$ cat src/rtl/mc_ctrl.sv
// mc_ctrl: multi-cycle control unit for the single-ALU, shared-memory MIPS
// datapath. It walks each instruction through FETCH/DCD/EXE/MEM/WB and
// Moore-decodes every datapath control from the state, the registered
// opcode/funct and the ALU flags latched in EXE. It also counts retired
// instructions and raises a sticky flag on illegal encodings.
module mc_ctrl #(
   parameter int COUNT_W      = 32,
   parameter int ILLEGAL_HALT = 1
) (
   input  logic               clk,
   input  logic               rst,
   input  logic [5:0]         opcode,
   input  logic [5:0]         funct,
   input  logic               zero,
   input  logic               overflow,
   input  logic               signed_less,
   output logic [1:0]         alu_ctl,
   output logic               ext_op,
   output logic               alu_src,
   output logic [1:0]         reg_dst,
   output logic [2:0]         reg_src,
   output logic [1:0]         npc_sel,
   output logic               mem_op,
   output logic               mem_write,
   output logic               reg_write,
   output logic               pc_write,
   output logic               rgs_ins_write,
   output logic [2:0]         state,
   output logic               illegal,
   output logic [COUNT_W-1:0] instr_count
);

   localparam logic [2:0] S_FETCH  = 3'd0;
   localparam logic [2:0] S_DCD    = 3'd1;
   localparam logic [2:0] S_EXE    = 3'd2;
   localparam logic [2:0] S_MEM_RD = 3'd3;
   localparam logic [2:0] S_MEM_WR = 3'd4;
   localparam logic [2:0] S_WB     = 3'd5;
   localparam logic [2:0] S_HALT   = 3'd6;

   logic [2:0]         r_state;
   logic [2:0]         w_next;
   logic               w_last;
   logic               r_illegal;
   logic               r_ovf;
   logic               r_slt;
   logic [COUNT_W-1:0] r_count;

   // Instruction decode from the instruction-register fields
   logic w_rtype, w_addu, w_subu, w_slt, w_jr;
   logic w_ori, w_addi, w_lw, w_lb, w_sw, w_sb, w_beq, w_j, w_jal;
   logic w_load, w_store, w_byte, w_legal, w_jump;

   assign w_rtype = (opcode == 6'h00);
   assign w_addu  = w_rtype && (funct == 6'h21);
   assign w_subu  = w_rtype && (funct == 6'h23);
   assign w_slt   = w_rtype && (funct == 6'h2A);
   assign w_jr    = w_rtype && (funct == 6'h08);
   assign w_ori   = (opcode == 6'h0D);
   assign w_addi  = (opcode == 6'h08);
   assign w_lw    = (opcode == 6'h23);
   assign w_lb    = (opcode == 6'h20);
   assign w_sw    = (opcode == 6'h2B);
   assign w_sb    = (opcode == 6'h28);
   assign w_beq   = (opcode == 6'h04);
   assign w_j     = (opcode == 6'h02);
   assign w_jal   = (opcode == 6'h03);
   assign w_load  = w_lw || w_lb;
   assign w_store = w_sw || w_sb;
   assign w_byte  = w_lb || w_sb;
   assign w_jump  = w_j || w_jal || w_jr;
   assign w_legal = w_addu || w_subu || w_slt || w_jr || w_ori || w_addi ||
                    w_load || w_store || w_beq || w_j || w_jal;

   // Next-state selection; w_last marks the final cycle of an instruction
   always_comb begin
      w_next = S_FETCH;
      w_last = 1'b0;
      case (r_state)
         S_FETCH: w_next = S_DCD;
         S_DCD: begin
            if (!w_legal) begin
               if (ILLEGAL_HALT != 0) begin
                  w_next = S_HALT;
               end else begin
                  w_next = S_FETCH;
                  w_last = 1'b1;
               end
            end else if (w_jump) begin
               w_next = S_FETCH;
               w_last = 1'b1;
            end else begin
               w_next = S_EXE;
            end
         end
         S_EXE: begin
            if (w_load) begin
               w_next = S_MEM_RD;
            end else if (w_store) begin
               w_next = S_MEM_WR;
            end else if (w_beq) begin
               w_next = S_FETCH;
               w_last = 1'b1;
            end else begin
               w_next = S_WB;
            end
         end
         S_MEM_RD: w_next = S_WB;
         S_MEM_WR: begin
            w_next = S_FETCH;
            w_last = 1'b1;
         end
         S_WB: begin
            w_next = S_FETCH;
            w_last = 1'b1;
         end
         S_HALT:  w_next = S_HALT;
         default: w_next = S_FETCH;
      endcase
   end

   // State, sticky illegal flag, EXE flag latches and retire counter
   always_ff @(posedge clk or posedge rst) begin
      if (rst) begin
         r_state   <= S_FETCH;
         r_illegal <= 1'b0;
         r_ovf     <= 1'b0;
         r_slt     <= 1'b0;
         r_count   <= '0;
      end else begin
         r_state <= w_next;
         if (r_state == S_DCD && !w_legal) begin
            r_illegal <= 1'b1;
         end
         if (r_state == S_EXE) begin
            r_ovf <= overflow;
            r_slt <= signed_less;
         end
         if (w_last) begin
            r_count <= r_count + COUNT_W'(1);
         end
      end
   end

   // Moore control decode; everything is held low while reset is asserted
   always_comb begin
      alu_ctl       = 2'b00;
      ext_op        = 1'b0;
      alu_src       = 1'b0;
      reg_dst       = 2'b00;
      reg_src       = 3'b000;
      npc_sel       = 2'b00;
      mem_op        = 1'b0;
      mem_write     = 1'b0;
      reg_write     = 1'b0;
      pc_write      = 1'b0;
      rgs_ins_write = 1'b0;
      if (!rst) begin
         // ALU/extender/memory-width selects stay stable from EXE onward
         if (r_state == S_EXE || r_state == S_MEM_RD ||
             r_state == S_MEM_WR || r_state == S_WB) begin
            mem_op = w_byte;
            if (w_subu || w_slt || w_beq) begin
               alu_ctl = 2'b01;
            end else if (w_ori) begin
               alu_ctl = 2'b10;
               alu_src = 1'b1;
            end else if (w_addi) begin
               alu_ctl = 2'b11;
               alu_src = 1'b1;
               ext_op  = 1'b1;
            end else if (w_load || w_store) begin
               alu_src = 1'b1;
               ext_op  = 1'b1;
            end
         end
         case (r_state)
            S_FETCH: begin
               rgs_ins_write = 1'b1;
               pc_write      = 1'b1;
            end
            S_DCD: begin
               if (w_jr) begin
                  pc_write = 1'b1;
                  npc_sel  = 2'b11;
               end else if (w_j || w_jal) begin
                  pc_write = 1'b1;
                  npc_sel  = 2'b10;
                  if (w_jal) begin
                     reg_write = 1'b1;
                     reg_dst   = 2'b11;
                     reg_src   = 3'b100;
                  end
               end
            end
            S_EXE: begin
               if (w_beq && zero) begin
                  pc_write = 1'b1;
                  npc_sel  = 2'b01;
               end
            end
            S_MEM_WR: mem_write = 1'b1;
            S_WB: begin
               reg_write = 1'b1;
               if (w_rtype) begin
                  reg_dst = 2'b00;
                  if (w_slt) begin
                     reg_src = r_slt ? 3'b011 : 3'b010;
                  end
               end else if (w_addi && r_ovf) begin
                  // Overflow records a 1 into $30 and leaves rt untouched
                  reg_dst = 2'b10;
                  reg_src = 3'b011;
               end else if (w_load) begin
                  reg_dst = 2'b01;
                  reg_src = 3'b001;
               end else begin
                  reg_dst = 2'b01;
               end
            end
            default: ;
         endcase
      end
   end

   assign state       = r_state;
   assign illegal     = r_illegal;
   assign instr_count = r_count;

endmodule

$ cat config.mk
export PLATFORM = sky130hd
export DESIGN_NAME = mc_ctrl
export DESIGN_NICKNAME = d
export VERILOG_FILES = /design/src/rtl/mc_ctrl.sv
export SDC_FILE = /design/constraint.sdc
export NUM_CORES = 1
export LEC_CHECK = 0
export ABC_AREA = 1
export CORE_MARGIN = 1.5
export CORE_UTILIZATION = 47
export CTS_BUF_LIST = sky130_fd_sc_hd__clkbuf_4
export CTS_CLUSTER_SIZE = 30
export DETAILED_ROUTE_END_ITERATION = 7
export PLACE_DENSITY = 0.83
export SLEW_MARGIN = 10
export SYNTH_ARGS = -nofsm -noshare
export SYNTH_HDL_FRONTEND = slang
export SYNTH_SLANG_ARGS = --single-unit
$ cat constraint.sdc
create_clock -name clk -period 2 [get_ports clk]
set_input_delay 0.4 -clock clk [delete_from_list [all_inputs] [get_ports clk]]
set_output_delay 0.4 -clock clk [all_outputs]
set_load 0.01 [all_outputs]
== Yosys cells after proc, flatten, opt, wreduce, memory -nomap -nowiden ==
Index checks and enable logic that the tools add are counted.
Word-level totals
  input bits: 17
  memory bits (read-only): 0
  flip-flop bits (word level): 38
  logic and storage cells: 122
  memories kept: 0
  RAM bits: 0
  bits in latches: 0
Cells by class
  div/mod/pow operators: 0
  shift-type cells: 0
  equality and inequality tests: 19
  muxes and demuxes: 65
  magnitude comparators: 0
  add/sub/neg operators: 1
  reductions and logical operators: 32
  multiply operators: 0
  bitwise logic cells: 0
Operators with widths (count)
  equality test 6 bit (second input constant): 7
  2-to-1 mux 2 bit: 17
  adder 32 x 1 -> 32 bit (second input constant): 1
  2-to-1 mux 1 bit: 32
  2-to-1 mux 3 bit: 9
  logical OR 1 bit: 21
  equality test 6 x 4 -> 1 bit (second input constant): 3
  one-hot mux 3 bit (5 select lines): 1
  equality test 6 x 2 -> 1 bit (second input constant): 2
  equality test 3 bit (second input constant): 3
  one-hot mux 2 bit (2 select lines): 2
  logical AND 1 bit: 7
  equality test 3 x 2 -> 1 bit (second input constant): 2
  equality test 6 x 3 -> 1 bit (second input constant): 1
  logical NOT 6 bit: 1
  one-hot mux 1 bit (3 select lines): 2
  one-hot mux 3 bit (2 select lines): 1
  equality test 3 x 1 -> 1 bit (second input constant): 1
  logical NOT 3 bit: 1
  one-hot mux 1 bit (2 select lines): 1
  OR reduction 2 bit: 1
  logical NOT 1 bit: 1

== Longest topological paths before layout ==
  depth after elaboration: 14
  mapped depth: 11
  depth with buffers taken out: 10

== Worst setup path before layout ==
OpenSTA, ideal clock, no wires.
  path kind: input to output
  start: in rst
  end: out reg_dst[0]
  path slack: -0.289 ns
  stages: 4
  arrival time: 1.889 ns
  data required time: 1.600 ns
  cell sequence: clkbuf_1 inv_1 nand4_1 o21ai_0
Between the ends
  cells in the longest elaborated chain, start to end: 1
Ends and longest elaborated chain
  start: declaration: RTL line 11  | input logic rst,
  2-to-1 mux 2 bit: RTL line 158  | if (!rst) begin
  end: declaration: RTL line 20  | output logic [1:0] reg_dst,
No other way between the ends.

== Final worst setup path ==
  start: reg r_state[1] (netlist: state[1])
  end: out reg_dst[1]
Between the ends
  cells in the longest elaborated chain, start to end: 3
Ends and longest elaborated chain
  start: declaration: RTL line 41  | logic [2:0] r_state;
  start signal: assignment: RTL line 131  | r_state <= w_next;
  equality test 3 bit or equality test 3 x 1 -> 1 bit (tied branches): RTL line 177  | case (r_state)
  one-hot mux 2 bit (2 select lines) (*): RTL line 177
  2-to-1 mux 2 bit (*): RTL line 158
Every way passes the cells marked *; elsewhere a longest branch is shown, timed or not.

==> summary.txt <==
Route
  – Routed via count: 3400
  – DR DRC count: 0
  – DR WL/cell: 13.6 µm
  – Post-Route WL: 8920 µm
  – DRT antenna net count: 0
  – Vias per inst: 5.18
  – Pre-antenna DRT Iters: 5
  – Initial DRC count: 192

Global route
  – Vias in the first global route: 3331
  – Gr ovfl total: 0
  – First-pass GRT wire length: 14600 µm
  – Initial antenna violation count: 0
  – GRT Util Overall: 0.284
  – Largest net degree at the start of global routing: 39

Cells and area
  – Final instance area: 4040 µm²
  – Most common cell after layout, fill and taps aside: nand2_1
  – Share of cells above drive strength 1: 0.208
  – Final Util: 0.683
  – N_diodes: 0
  – Layout Nets: 599
  – Area Growth Syn to Fin: 40.7%
  – Commonest cells after routing, fill and taps aside: nand2_1 (190), nor2_1 (68), buf_4 (49)
  – Final std cells w/o fill: 657

Die
  – Starting Density: 0.485
  – Die area: 6590 µm²
  – Chip Height: 81.2 µm
  – IO Pins: 69
  – Die width: 81.2 µm
  – Core area: 5920 µm²
  – Rows: 28

STA
  – # setup viols final: 3
  – Final Max Tran Viols: 0
  – Fmax: 490 MHz
  – Unrepaired setup endpoints after global routing: true
  – Relative slew slack: 0.674
  – Clk_skew: 0.00799 ns
  – Final Hold Slack: 0.485 ns
  – Final worst-path setup slack: -0.0404 ns
  – Worst Max-Slew Pin Slew: 0.489 ns
  – Hold Vio Cnt, Final: 0
  – Tcrit/Tclk final: 1.02
  – Final TNS setup: -0.0807 ns
  – Crit path time final: 2.04 ns

Worst setup path
  – Most Frequent Cell on Critical Path: buf_6
  – CP Capture Type: output port
  – CP max-delay cell: dfrtp_2
  – Setup crit start kind: flip-flop
  – CP arrival: 1.64 ns
  – Peak per-stage delay on the critical path: 0.46 ns
  – CP max FO: 3
  – Cells along the critical path: nor2_4, nand2_2, inv_2, nand4_1, buf_4, buf_6, nand2_4, buf_6
  – WS Path Type: reg2out
  – Total buffers and inverters traversed by the critical path: 4
  – Crit-path leading delay family: flip-flops
  – Critical Path RT: 1.60 ns

Synthesis
  – Warnings, synthesis: 0
  – FF+latch count, synth: 38
  – Syn Inst Count: 465
  – Syn nets: 483
  – Post-synthesis sequential area ratio: 0.331
  – Mean Syn Cell Area: 6.18 µm²
  – Yosys cell types: 25
  – Mapped Area: 2870 µm²

Place
  – DP HPWL: 6530 µm
  – Placed Area: 3870 µm²
  – Dpl cells: 636
  – Gpl congestion: 0.963
  – Worst slack, placed: -0.725 ns
  – I/O Buffers: 68

CTS
  – H-tree depth: 2
  – Cts bufs inserted: 5
  – Root buffer cell: clkbuf_4
  – CTS sink count: 38
  – Worst-skew pair later-pin latency: 0.34 ns
  – TritonCTS clock tree: yes
  – Reg clk slew, reported paths: 0.12 ns
  – Clk buf depth: 2

Pwr
  – Maximum VDD drop: 0.000811 V
  – Power Density: 793 nW/µm²
  – Tot Pwr: 3.21 mW
  – Leak pwr: 1.99 nW

Run
  – Max_cap viols: 0

Hold path
  – Hold Crit Class: reg2reg

Run status
  – Status: finished with violations
  – Failing checks: setup timing
==> tightest hold or removal path, cell delays in order, from the launching register on <==
cell and delay, ns:
dfrtp_1 0.37, inv_1 0.04, nand2_1 0.05
==> power breakdown <==
part | leakage [nW] | internal (mW) | switching, mW
combinational | 1.45 | 0.758 | 0.952
sequential | 0.508 | 0.907 | 0.176
clock | 0.0331 | 0.146 | 0.266
==> logic make-up (layout without fill, tap and decap cells) <==
logic type,Yosys count,count (layout),share of synthesized area
compound gates,24,24,0.0483
xor+xnor,16,16,0.0488
fa+ha+maj,1,1,0.00435
buf+inv,48,165,0.0775
flops,38,38,0.331
simple gates,338,338,0.490
==> repair_timing <==
item	4_1_cts	5_1_grt
setup endpoints to repair	16	15
hold buffers	0	0
pin swaps	16	12
gates resized for setup	96	28
gates cloned	0	0
hold endpoints to repair	0	0
buffers inserted	9	4
==> final cells by class <==
| class | instances | area, µm² |
|---|---|---|
| clock inverters | 2 | 8.76 |
| well taps | 75 | 93.8 |
| clock buffers | 6 | 45.0 |
| flip-flops and latches | 38 | 953 |
| inverters | 38 | 149 |
| repair buffers | 119 | 998 |
| fillers | 536 | 1880 |
| multi-input cells | 379 | 1790 |
==> registers in the layout (all words and copies together) (netlist names) <==
| register | cells |
|---|---|
| state | 3 |
| r_ovf | 1 |
| r_slt | 1 |
| illegal | 1 |
| instr_count | 32 |
==> metal layers <==
| layer | part of all wire | GRT usage | vias up |
|---|---|---|---|
| met5 | 0 | 0 | - |
| li1 | - | - | 1679 |
| met2 | 0.50 | 0.506 | 129 |
| met4 | 0.034 | 0.131 | 0 |
| met1 | 0.42 | 0.329 | 1562 |
| met3 | 0.050 | 0.0483 | 30 |
==> cells in the mapped netlist <==
master / number / area (µm²)
nand2_1: 196 / 736
nor2_1: 78 / 293
nand3_1: 39 / 195
dfrtp_1: 38 / 951
inv_1: 33 / 124
o21ai_0: 15 / 75.1
xor2_1: 14 / 123
nand3b_1: 12 / 90.1
buf_6: 5 / 56.3
inv_2: 5 / 18.8
a21oi_1: 4 / 20.0
buf_2: 4 / 20.0
nand2_2: 4 / 25.0
nor2_2: 3 / 18.8
a31oi_1: 2 / 12.5
nand4_1: 2 / 12.5
nor2_4: 2 / 22.5
xnor2_1: 2 / 17.5
a21boi_0: 1 / 7.51
a21oi_4: 1 / 16.3
clkbuf_1: 1 / 3.75
ha_1: 1 / 12.5
nand3_2: 1 / 10.0
nor3_1: 1 / 5.00
o21bai_1: 1 / 7.51
==> worst paths after layout <==
check / startpoint / end / slack (ns) / depth (start not counted)
max: state[1] / reg_dst[1] / -0.04 / 8
min: illegal / illegal / 0.48 / 2
max reg2reg: state[0] / instr_count[27] / 0.20 / 11
min reg2reg: illegal / illegal / 0.48 / 2
max in group asynchronous: rst / state[2] / 1.07 / 4
min in group asynchronous: rst / instr_count[25] / 0.57 / 4
Power figures use the tool's default switching activity.
